### config.mk
export PLATFORM = sky130hd
export DESIGN_NAME = arith_nibble_sequencer
export DESIGN_NICKNAME = d
export VERILOG_FILES = /design/src/rtl/arith_nibble_sequencer.sv
export SDC_FILE = /design/constraint.sdc
export NUM_CORES = 1
export LEC_CHECK = 0
export BUFFER_PORTS_ARGS = -buffer_cell sky130_fd_sc_hd__buf_2
export CAP_MARGIN = 0
export CELL_PAD_IN_SITES_DETAIL_PLACEMENT = 2
export CELL_PAD_IN_SITES_GLOBAL_PLACEMENT = 2
export CORE_UTILIZATION = 32
export DETAILED_ROUTE_END_ITERATION = 16
export PLACE_DENSITY = 0.83
export SYNTH_ARGS = -nofsm -noshare
export SYNTH_HDL_FRONTEND = slang
export SYNTH_SLANG_ARGS = --single-unit
export TNS_END_PERCENT = 50
### constraint.sdc
create_clock -name clk -period 1.75 [get_ports clk]
set_input_delay 0.525 -clock clk [delete_from_list [all_inputs] [get_ports clk]]
set_output_delay 0.525 -clock clk [all_outputs]
set_load 0.005 [all_outputs]
### src/rtl/arith_nibble_sequencer.sv
// arith_nibble_sequencer
// Feeds wide operands through the external 4-bit arithmetic unit one nibble
// per clock, LSB nibble first, chaining the carry between nibbles. It then
// presents the assembled result, the carry-out and the signed overflow with
// a one-cycle valid pulse.
//
// state | meaning
// ------+-----------------------------------------------------------------
// IDLE  | ready=1; waiting for start; operands latched on acceptance
// RUN   | one nibble per clock through the unit; carry held in carry_reg
// DONE  | valid=1 for one cycle; result/cout/ovf final; back to IDLE
module arith_nibble_sequencer #(
   parameter int NIBBLES = 4
) (
   input  logic                   clk,
   input  logic                   rst_n,
   input  logic                   start,
   input  logic [1:0]             op,
   input  logic                   cin_in,
   input  logic [4*NIBBLES-1:0]   a_in,
   input  logic [4*NIBBLES-1:0]   b_in,
   output logic                   ready,
   output logic [3:0]             au_A,
   output logic [3:0]             au_B,
   output logic [1:0]             au_S,
   output logic                   au_Cin,
   input  logic [3:0]             au_D,
   input  logic                   au_Cout,
   output logic [4*NIBBLES-1:0]   result,
   output logic                   cout,
   output logic                   ovf,
   output logic                   valid
);

   localparam int DW = 4 * NIBBLES;
   localparam int IW = (NIBBLES > 1) ? $clog2(NIBBLES) : 1;
   localparam logic [IW-1:0] LAST_IDX = IW'(NIBBLES - 1);

   typedef enum logic [1:0] {
      S_IDLE = 2'd0,
      S_RUN  = 2'd1,
      S_DONE = 2'd2
   } state_t;

   state_t          state;
   logic [IW-1:0]   idx;
   logic            carry_reg;
   logic [DW-1:0]   a_reg;
   logic [DW-1:0]   b_reg;
   logic [1:0]      op_reg;

   logic            ea3;
   logic            eb3;
   logic            c_msb;
   logic            ovf_next;

   // Slice the latched operands for the current nibble; registers are cleared
   // at reset so these read zero until the first acceptance.
   always_comb begin
      au_A   = a_reg[{idx, 2'b00} +: 4];
      au_B   = b_reg[{idx, 2'b00} +: 4];
      au_S   = op_reg;
      au_Cin = carry_reg;
   end

   // Signed overflow from the top nibble: reconstruct the operand sign bits as
   // the unit sees them after its own inversions, recover the carry into the
   // MSB from the sum bit, and compare it with the carry out of the MSB.
   always_comb begin
      ea3 = 1'b0;
      eb3 = 1'b0;
      case (op_reg)
         2'b00:   begin ea3 =  a_reg[DW-1]; eb3 =  b_reg[DW-1]; end
         2'b01:   begin ea3 =  a_reg[DW-1]; eb3 = ~b_reg[DW-1]; end
         2'b10:   begin ea3 = ~a_reg[DW-1]; eb3 =  b_reg[DW-1]; end
         default: begin ea3 = 1'b0;         eb3 = ~b_reg[DW-1]; end
      endcase
      c_msb    = au_D[3] ^ ea3 ^ eb3;
      ovf_next = c_msb ^ au_Cout;
   end

   // Sequencer FSM with registered ready/valid and result capture.
   always_ff @(posedge clk or negedge rst_n) begin
      if (!rst_n) begin
         state     <= S_IDLE;
         ready     <= 1'b1;
         valid     <= 1'b0;
         idx       <= '0;
         carry_reg <= 1'b0;
         a_reg     <= '0;
         b_reg     <= '0;
         op_reg    <= 2'b00;
         result    <= '0;
         cout      <= 1'b0;
         ovf       <= 1'b0;
      end else begin
         valid <= 1'b0;
         case (state)
            S_IDLE: begin
               if (start && ready) begin
                  a_reg     <= a_in;
                  b_reg     <= b_in;
                  op_reg    <= op;
                  carry_reg <= cin_in;
                  idx       <= '0;
                  state     <= S_RUN;
                  ready     <= 1'b0;
               end
            end
            S_RUN: begin
               result[{idx, 2'b00} +: 4] <= au_D;
               carry_reg                 <= au_Cout;
               if (idx == LAST_IDX) begin
                  cout  <= au_Cout;
                  ovf   <= ovf_next;
                  valid <= 1'b1;
                  state <= S_DONE;
               end else begin
                  idx <= idx + 1'b1;
               end
            end
            S_DONE: begin
               state <= S_IDLE;
               ready <= 1'b1;
            end
            default: begin
               state <= S_IDLE;
               ready <= 1'b1;
            end
         endcase
      end
   end

endmodule

==> results.md, run 1 <==
- Outcome: complete, but fails checks
- Failing checks: setup timing
- Slew HR: 0.792
- Clock buffer depth: 2
- Flop2flop setup slack: -70 ps
- Util after Layout: 0.447
- Worst R2R Start: idx[0]$_DFFE_PN0P_
- Vias: approximately 1.7k
- Reg2Reg Capture Point: result[8]$_DFFE_PN0P_
- Fmax: 0.483 GHz
- EDFF count, synth: 0
- Post-DRT Antenna Nets: 0
- RSZ-0062 raised after global routing: true
- Dpl cells: around 350
- Synth Area in XOR/XNOR: 0.0134
- Placed instance area: approximately 0.0031 mm2
- Mapped Area: 0.00262 mm2
- MaxCap Viol Count: 0
- GRT overflow: 0
- Pin count of the biggest net entering global routing: 37
- Residual DRC: 0
- Max FO, Critical Path: 6
- Warnings from Yosys: 0
- Fin nets: just over 300
- Non-Filler Instances: about 360
- Post-Syn Nets: 218
- Seq/Total Area, Yosys: 0.565
- Pre-antenna DRT Iters: 4
- Leading cell types by count after synthesis: dfrtp_1 (58), mux2_2 (36), a22o_1 (17)
- Initial Utilization: 0.335
- Minimum clock period: 2070 ps
- Final Max Tran Viols: 0
- Clock Latency Late Sink: 330 ps
- DR WL/cell: roughly 18 um
- First-pass GRT wire length: ~11000 um
- Initial DRC Count: 52
- Setup WS post-layout: -319 ps
- Reg2Reg Depth: 8
- Register bit total from synthesis: 59
- Critical path capture point type: output pin
- Synth Area in Simple Gates: 0.0535
- Worst Setup Path Type: reg -> out
- CP startpoint: idx[0]$_DFFE_PN0P_
- Crit path DAT: 1540 ps
- Area leader, netlist: dfrtp_1
- Vias in the first global route: 2074
- Post-detail-place hpwl: 4540 um
- Design area: between 0.003 and 0.004 mm2
- Die area: roughly 0.0085 mm2
- Pwr dens: around 860 mW/mm2
- CTS tree: yes
- Vias/cell: 4.80
- P&R area growth vs syn: 33.2%
- Synth Area in Compound Gates: 0.0660
- CP required: 1220 ps
- Final Skew: 7.03 ps
- Post-Syn Instances: 169
- TNS Setup: -2690 ps
- Final worst path period share: 1.18
- Ant diodes: 0
- CTS buffer count: 9
- Share of layout cells above drive strength 1: 0.609
- IO Count: 74
- Antenna violations before repair: 0
- Main combinational cell family by area after synthesis: multiplexers
- Worst-path clk slew: roughly 70 ps
- Synth top area share: 0.554
- Most common cell in the netlist: dfrtp_1
- CTS root buf: clkbuf_8
- Top FF cell, synth: dfrtp_1
- Type of the worst min-delay path: in -> async
- CORE AREA: 0.00781 mm2
- Synth Area in Adders: 0.0287
- Row cnt: 32
- CTS sink cnt: 59
- # setup viols final: 12
- Htree depth: 3
- Number of port buffers: 73
- Die height: between 90 and 100 um
- Distinct cells, synth: 30
- Async SR Flop Fraction: 1.00
- GRT Util Overall: 0.166
- Syn avg cell area: 15.5 um2
- Ranking of synthesized cells by area: dfrtp_1 (55%), mux2_2 (15%), mux4_1 (6.0%), a22o_1 (5.7%), ha_1 (2.9%)
- Peak VDD IR: 0.326 mV
- RePlAce Congestion: 0.701
- Leak Pwr: 0.00178 uW
- Worst Setup Start Kind: register
- Worst slew pin tran: 311 ps
- Die X: between 90 and 100 um
- Post-synthesis mux area share: 0.236
- WL final: 6450 um
- Fin. Hold Viols: 0
[logic make-up (layout without fill, tap and decap cells)]
kind of cell	after synthesis	count (layout)
AO/OA/AOI/OAI	21	21
multiplexers	45	45
flip-flops	59	59
XOR/XNOR	4	4
buffers and inverters	13	105
adder cells (fa/ha/maj)	6	6
AND/OR/NAND/NOR	21	21
[placed cells by master, fill, tap and decap left out, types with 4 or more instances in the layout]
cell type / n
ha_1: 4
a22o_1: 17
mux4_2: 8
buf_4: 6
clkinvlp_4: 4
inv_1: 4
dfrtp_1: 57
mux2_2: 36
buf_2: 72
clkbuf_8: 10
nand2_1: 7
[metal layers]
layer	global-route usage	up-vias	wire (um)
met2	0.287	45	3370
met1	0.198	897	2710
met5	0	-	0
li1	-	791	-
met4	0.0703	0	80
met3	0.0394	10	291
[worst max-delay path, cell delays in order (launching register included)]
cell and delay [ps]:
dfrtp_2 420, buf_12 150, mux4_2 500, buf_2 140
[metrics by stage]
stage / setup slack [ps] / total power (uW) / hold WS [ps]
after floorplan: -41.0 / 1400 / 229
after global placement: 4.57 / 1490 / 390
after detailed placement: -14.1 / 1490 / 398
after CTS: -371 / 3060 / 25.8
after global routing: -378 / 3130 / 28.0
final: -319 / 3020 / 39.3
[power breakdown]
part           internal (uW)  total (uW)  switching [uW]
Clock                    984        1550             566
Sequential              1360        1360           0.493
Combinational           47.2         101            53.4
[worst max-delay path by stage]
stage	endpoint	slack, ps	depth (start not counted)
after global placement	au_B[3]	5	3
after CTS	au_B[3]	-370	3
after global routing	au_B[2]	-380	3
final	au_A[2]	-320	3
after detailed placement	au_B[3]	-10	3
after floorplan	au_A[2]	-40	3
[area by class of cell]
cell class | instances | area [um2]
inverter | 5 | 22.5
fill | 808 | 4320
multi-input combinational | 97 | 1090
sequential | 59 | 1480
timing repair buffer | 84 | 517
clock inverter | 6 | 113
tap | 102 | 128
clock buffer | 10 | 138
[timing repair]
action | 4_1_cts | 5_1_grt
setup buffers | 1 | 0
hold buffers | 0 | 0
gates resized for setup | 18 | 8
endpoints found under the setup margin | 14 | 24
pin swaps | 2 | 8
gates cloned | 1 | 0
No activity file was read; power rests on OpenSTA's default activity.
==> run 2, diff against run 1 <==
CTS_BUF_LIST = sky130_fd_sc_hd__clkbuf_16   (was default)
==> run 2 against run 1 <==
  * Fmax grew 0.98%
  * Core utilization grew 1.1 points
  * The flow still finishes with violations (setup timing)
  * Wire length grew 3.3%
  * Sequential power is essentially flat
  * Critical path depth is the same
  * Die area is the same
  * Combinational power is essentially flat
  * Total power grew 15%
  * Hold slack gained 22 ps
  * Via count grew 1.2%
  * Clock power grew 29%
  * Flip-flop and latch count is the same
==> results.md, run 2 (synthesized netlist as in run 1, its figures left out) <==
- Antenna violations before repair: 0 (unchanged)
- Critical path capture point type: output pin (unchanged)
- IO Count: 74 (unchanged)
- Clock buffer depth: 2 (unchanged)
- Final worst path period share: 1.17 (was 1.18)
- Vias: 1764 (was 1743)
- CTS tree: yes (unchanged)
- Final Max Tran Viols: 0 (unchanged)
- Die X: 92.4 um (unchanged)
- Minimum clock period: 2050 ps (was 2070 ps)
- Worst Setup Start Kind: register (unchanged)
- Worst hold slack: 60.9 ps (was 39.3 ps)
- Crit path DAT: 1520 ps (was 1540 ps)
- Commonest non-fill, non-tap cell in the layout: buf_2 (unchanged)
- Htree depth: 3 (unchanged)
- Pre-antenna DRT Iters: 3 (was 4)
- CORE AREA: 0.00781 mm2 (unchanged)
- Number of port buffers: 73 (unchanged)
- Fin nets: 306 (was 305)
- MaxCap Viol Count: 0 (unchanged)
- Outcome: complete, but fails checks (unchanged)
- Max FO, Critical Path: 6 (unchanged)
- Peak VDD IR: 0.432 mV (was 0.326 mV)
- DR WL/cell: 18.3 um (was 17.8 um)
- CTS Hold Bufs: 0 (unchanged)
- Residual DRC: 0 (unchanged)
- Worst-path clk slew: 60 ps (was 70 ps)
- Slew HR: 0.779 (was 0.792)
- RSZ-0062 raised after global routing: true (unchanged)
- # setup viols final: 16 (was 12)
- Crit path cell chain: buf_12 -> mux4_2 -> buf_2 (unchanged)
- Post-detail-place hpwl: 4540 um (unchanged)
- RePlAce Congestion: 0.701 (unchanged)
- Pin count of the biggest net entering global routing: 37 (unchanged)
- Worst slew pin tran: 330 ps (was 311 ps)
- GRT overflow: 0 (unchanged)
- Crit-path max cell delay: 500 ps (about the same)
- CTS root buf: clkbuf_16 (was clkbuf_8)
- CTS sink cnt: 59 (unchanged)
- Row cnt: 32 (unchanged)
- Fin. Hold Viols: 0 (unchanged)
- Leak Pwr: 0.00184 uW (was 0.00178 uW)
- Clock Latency Late Sink: 320 ps (was 330 ps)
- Pwr dens: 972 mW/mm2 (was 865 mW/mm2)
- Fmax: 0.488 GHz (was 0.483 GHz)
- First-pass GRT wire length: 10800 um (about the same)
- Design area: 0.00357 mm2 (was 0.00349 mm2)
- Vias in the first global route: 2087 (was 2074)
- Setup WS post-layout: -299 ps (was -319 ps)
- TNS Setup: -2620 ps (was -2690 ps)
- Failing checks: setup timing (unchanged)
- Ant diodes: 0 (unchanged)
- CTS buffer count: 9 (unchanged)
- Util after Layout: 0.458 (was 0.447)
- P&R area growth vs syn: 36.5% (was 33.2%)
- GRT Util Overall: 0.167 (was 0.166)
- Die area: 0.00855 mm2 (unchanged)
- WL final: 6660 um (was 6450 um)
- Slowest CP cell: mux4_2 (unchanged)
- Initial DRC Count: 57 (was 52)
- Placed instance area: 0.00314 mm2 (unchanged)
- Die height: 92.4 um (unchanged)
- Final Skew: 7.97 ps (was 7.03 ps)
- Post-DRT Antenna Nets: 0 (unchanged)
- Initial Utilization: 0.335 (unchanged)
- Type of the worst min-delay path: in -> async (unchanged)
- Share of layout cells above drive strength 1: 0.611 (was 0.609)
- CP required: 1220 ps (about the same)
- Most frequent cells in the layout: buf_2 (73), dfrtp_1 (57), mux2_2 (36), a22o_1 (17), clkbuf_16 (10) (was buf_2 (72), dfrtp_1 (57), mux2_2 (36), a22o_1 (17), clkbuf_8 (10))
- Worst Setup Path Type: reg -> out (unchanged)
- Vias/cell: 4.85 (was 4.80)
==> run 2: changes by cell type in the layout (fill, tap and decap cells not counted), sizes merged <==
cell / delta
buf: +1
clkinv: +1
clkbuf: -1
clkinvlp: -1
inv: +1
==> run 2: cell type report <==
| cell class | count | area (um2) |
|---|---|---|
| clock buffer | 9 | 225 |
| tap | 102 | 128 |
| inverter | 5 | 21.3 |
| sequential | 59 | 1480 |
| clock inverter | 7 | 116 |
| fill | 801 | 4240 |
| timing repair buffer | 85 | 514 |
| multi-input combinational | 97 | 1090 |
==> run 2: where the power goes <==
part           internal (uW)  switching [uW]
Clock                   1380             621
Sequential              1370           0.501
Combinational           47.2            54.0
==> run 2: path summary, 6_finish.rpt <==
kind                                    start                    end  slack, ps  cells past startpoint
min in group clk                      a_in[2]   a_reg[2]$_DFFE_PN0P_        430                      2
hold / removal                          rst_n    au_S[0]$_DFFE_PN0P_         60                      1
hold reg to reg               ovf$_DFFE_PN0P_        ovf$_DFFE_PN0P_        490                      2
setup / recovery           idx[0]$_DFFE_PN0P_                au_A[2]       -300                      3
max in group asynchronous               rst_n  result[5]$_DFFE_PN0P_       1210                      2
setup reg to reg           idx[0]$_DFFE_PN0P_  result[1]$_DFFE_PN0P_        -60                      7
==> run 2: through the flow <==
stage | setup slack (ps) | power, uW | instances
global route | -346 | 3590 | 364
CTS | -349 | 3520 | 363
floorplan | -41.0 | 1400 | 169
finish | -299 | 3470 | 364
detailed placement | -14.1 | 1490 | 345
global placement | 4.57 | 1490 | 345
==> run 2: layer usage <==
metal / global-route usage / part of all wire
met1: 0.197 / 0.40
met2: 0.292 / 0.55
met3: 0.0394 / 0.047
met4: 0.0690 / 0.010
met5: 0 / 0
==> run 2: critical path, delay by kind of cell, from the launching register on <==
| family | cells | cell delay [ps] |
|---|---|---|
| flip-flops | 1 | 410 |
| multiplexers | 1 | 500 |
| buffers and inverters | 2 | 280 |
==> run 2: repair_timing <==
action                     in CTS  in global routing
pin swaps                       1                  4
cloned                          1                  0
gates resized for setup        18                  8
setup buffers                   1                  1
setup endpoints to repair      16                 17
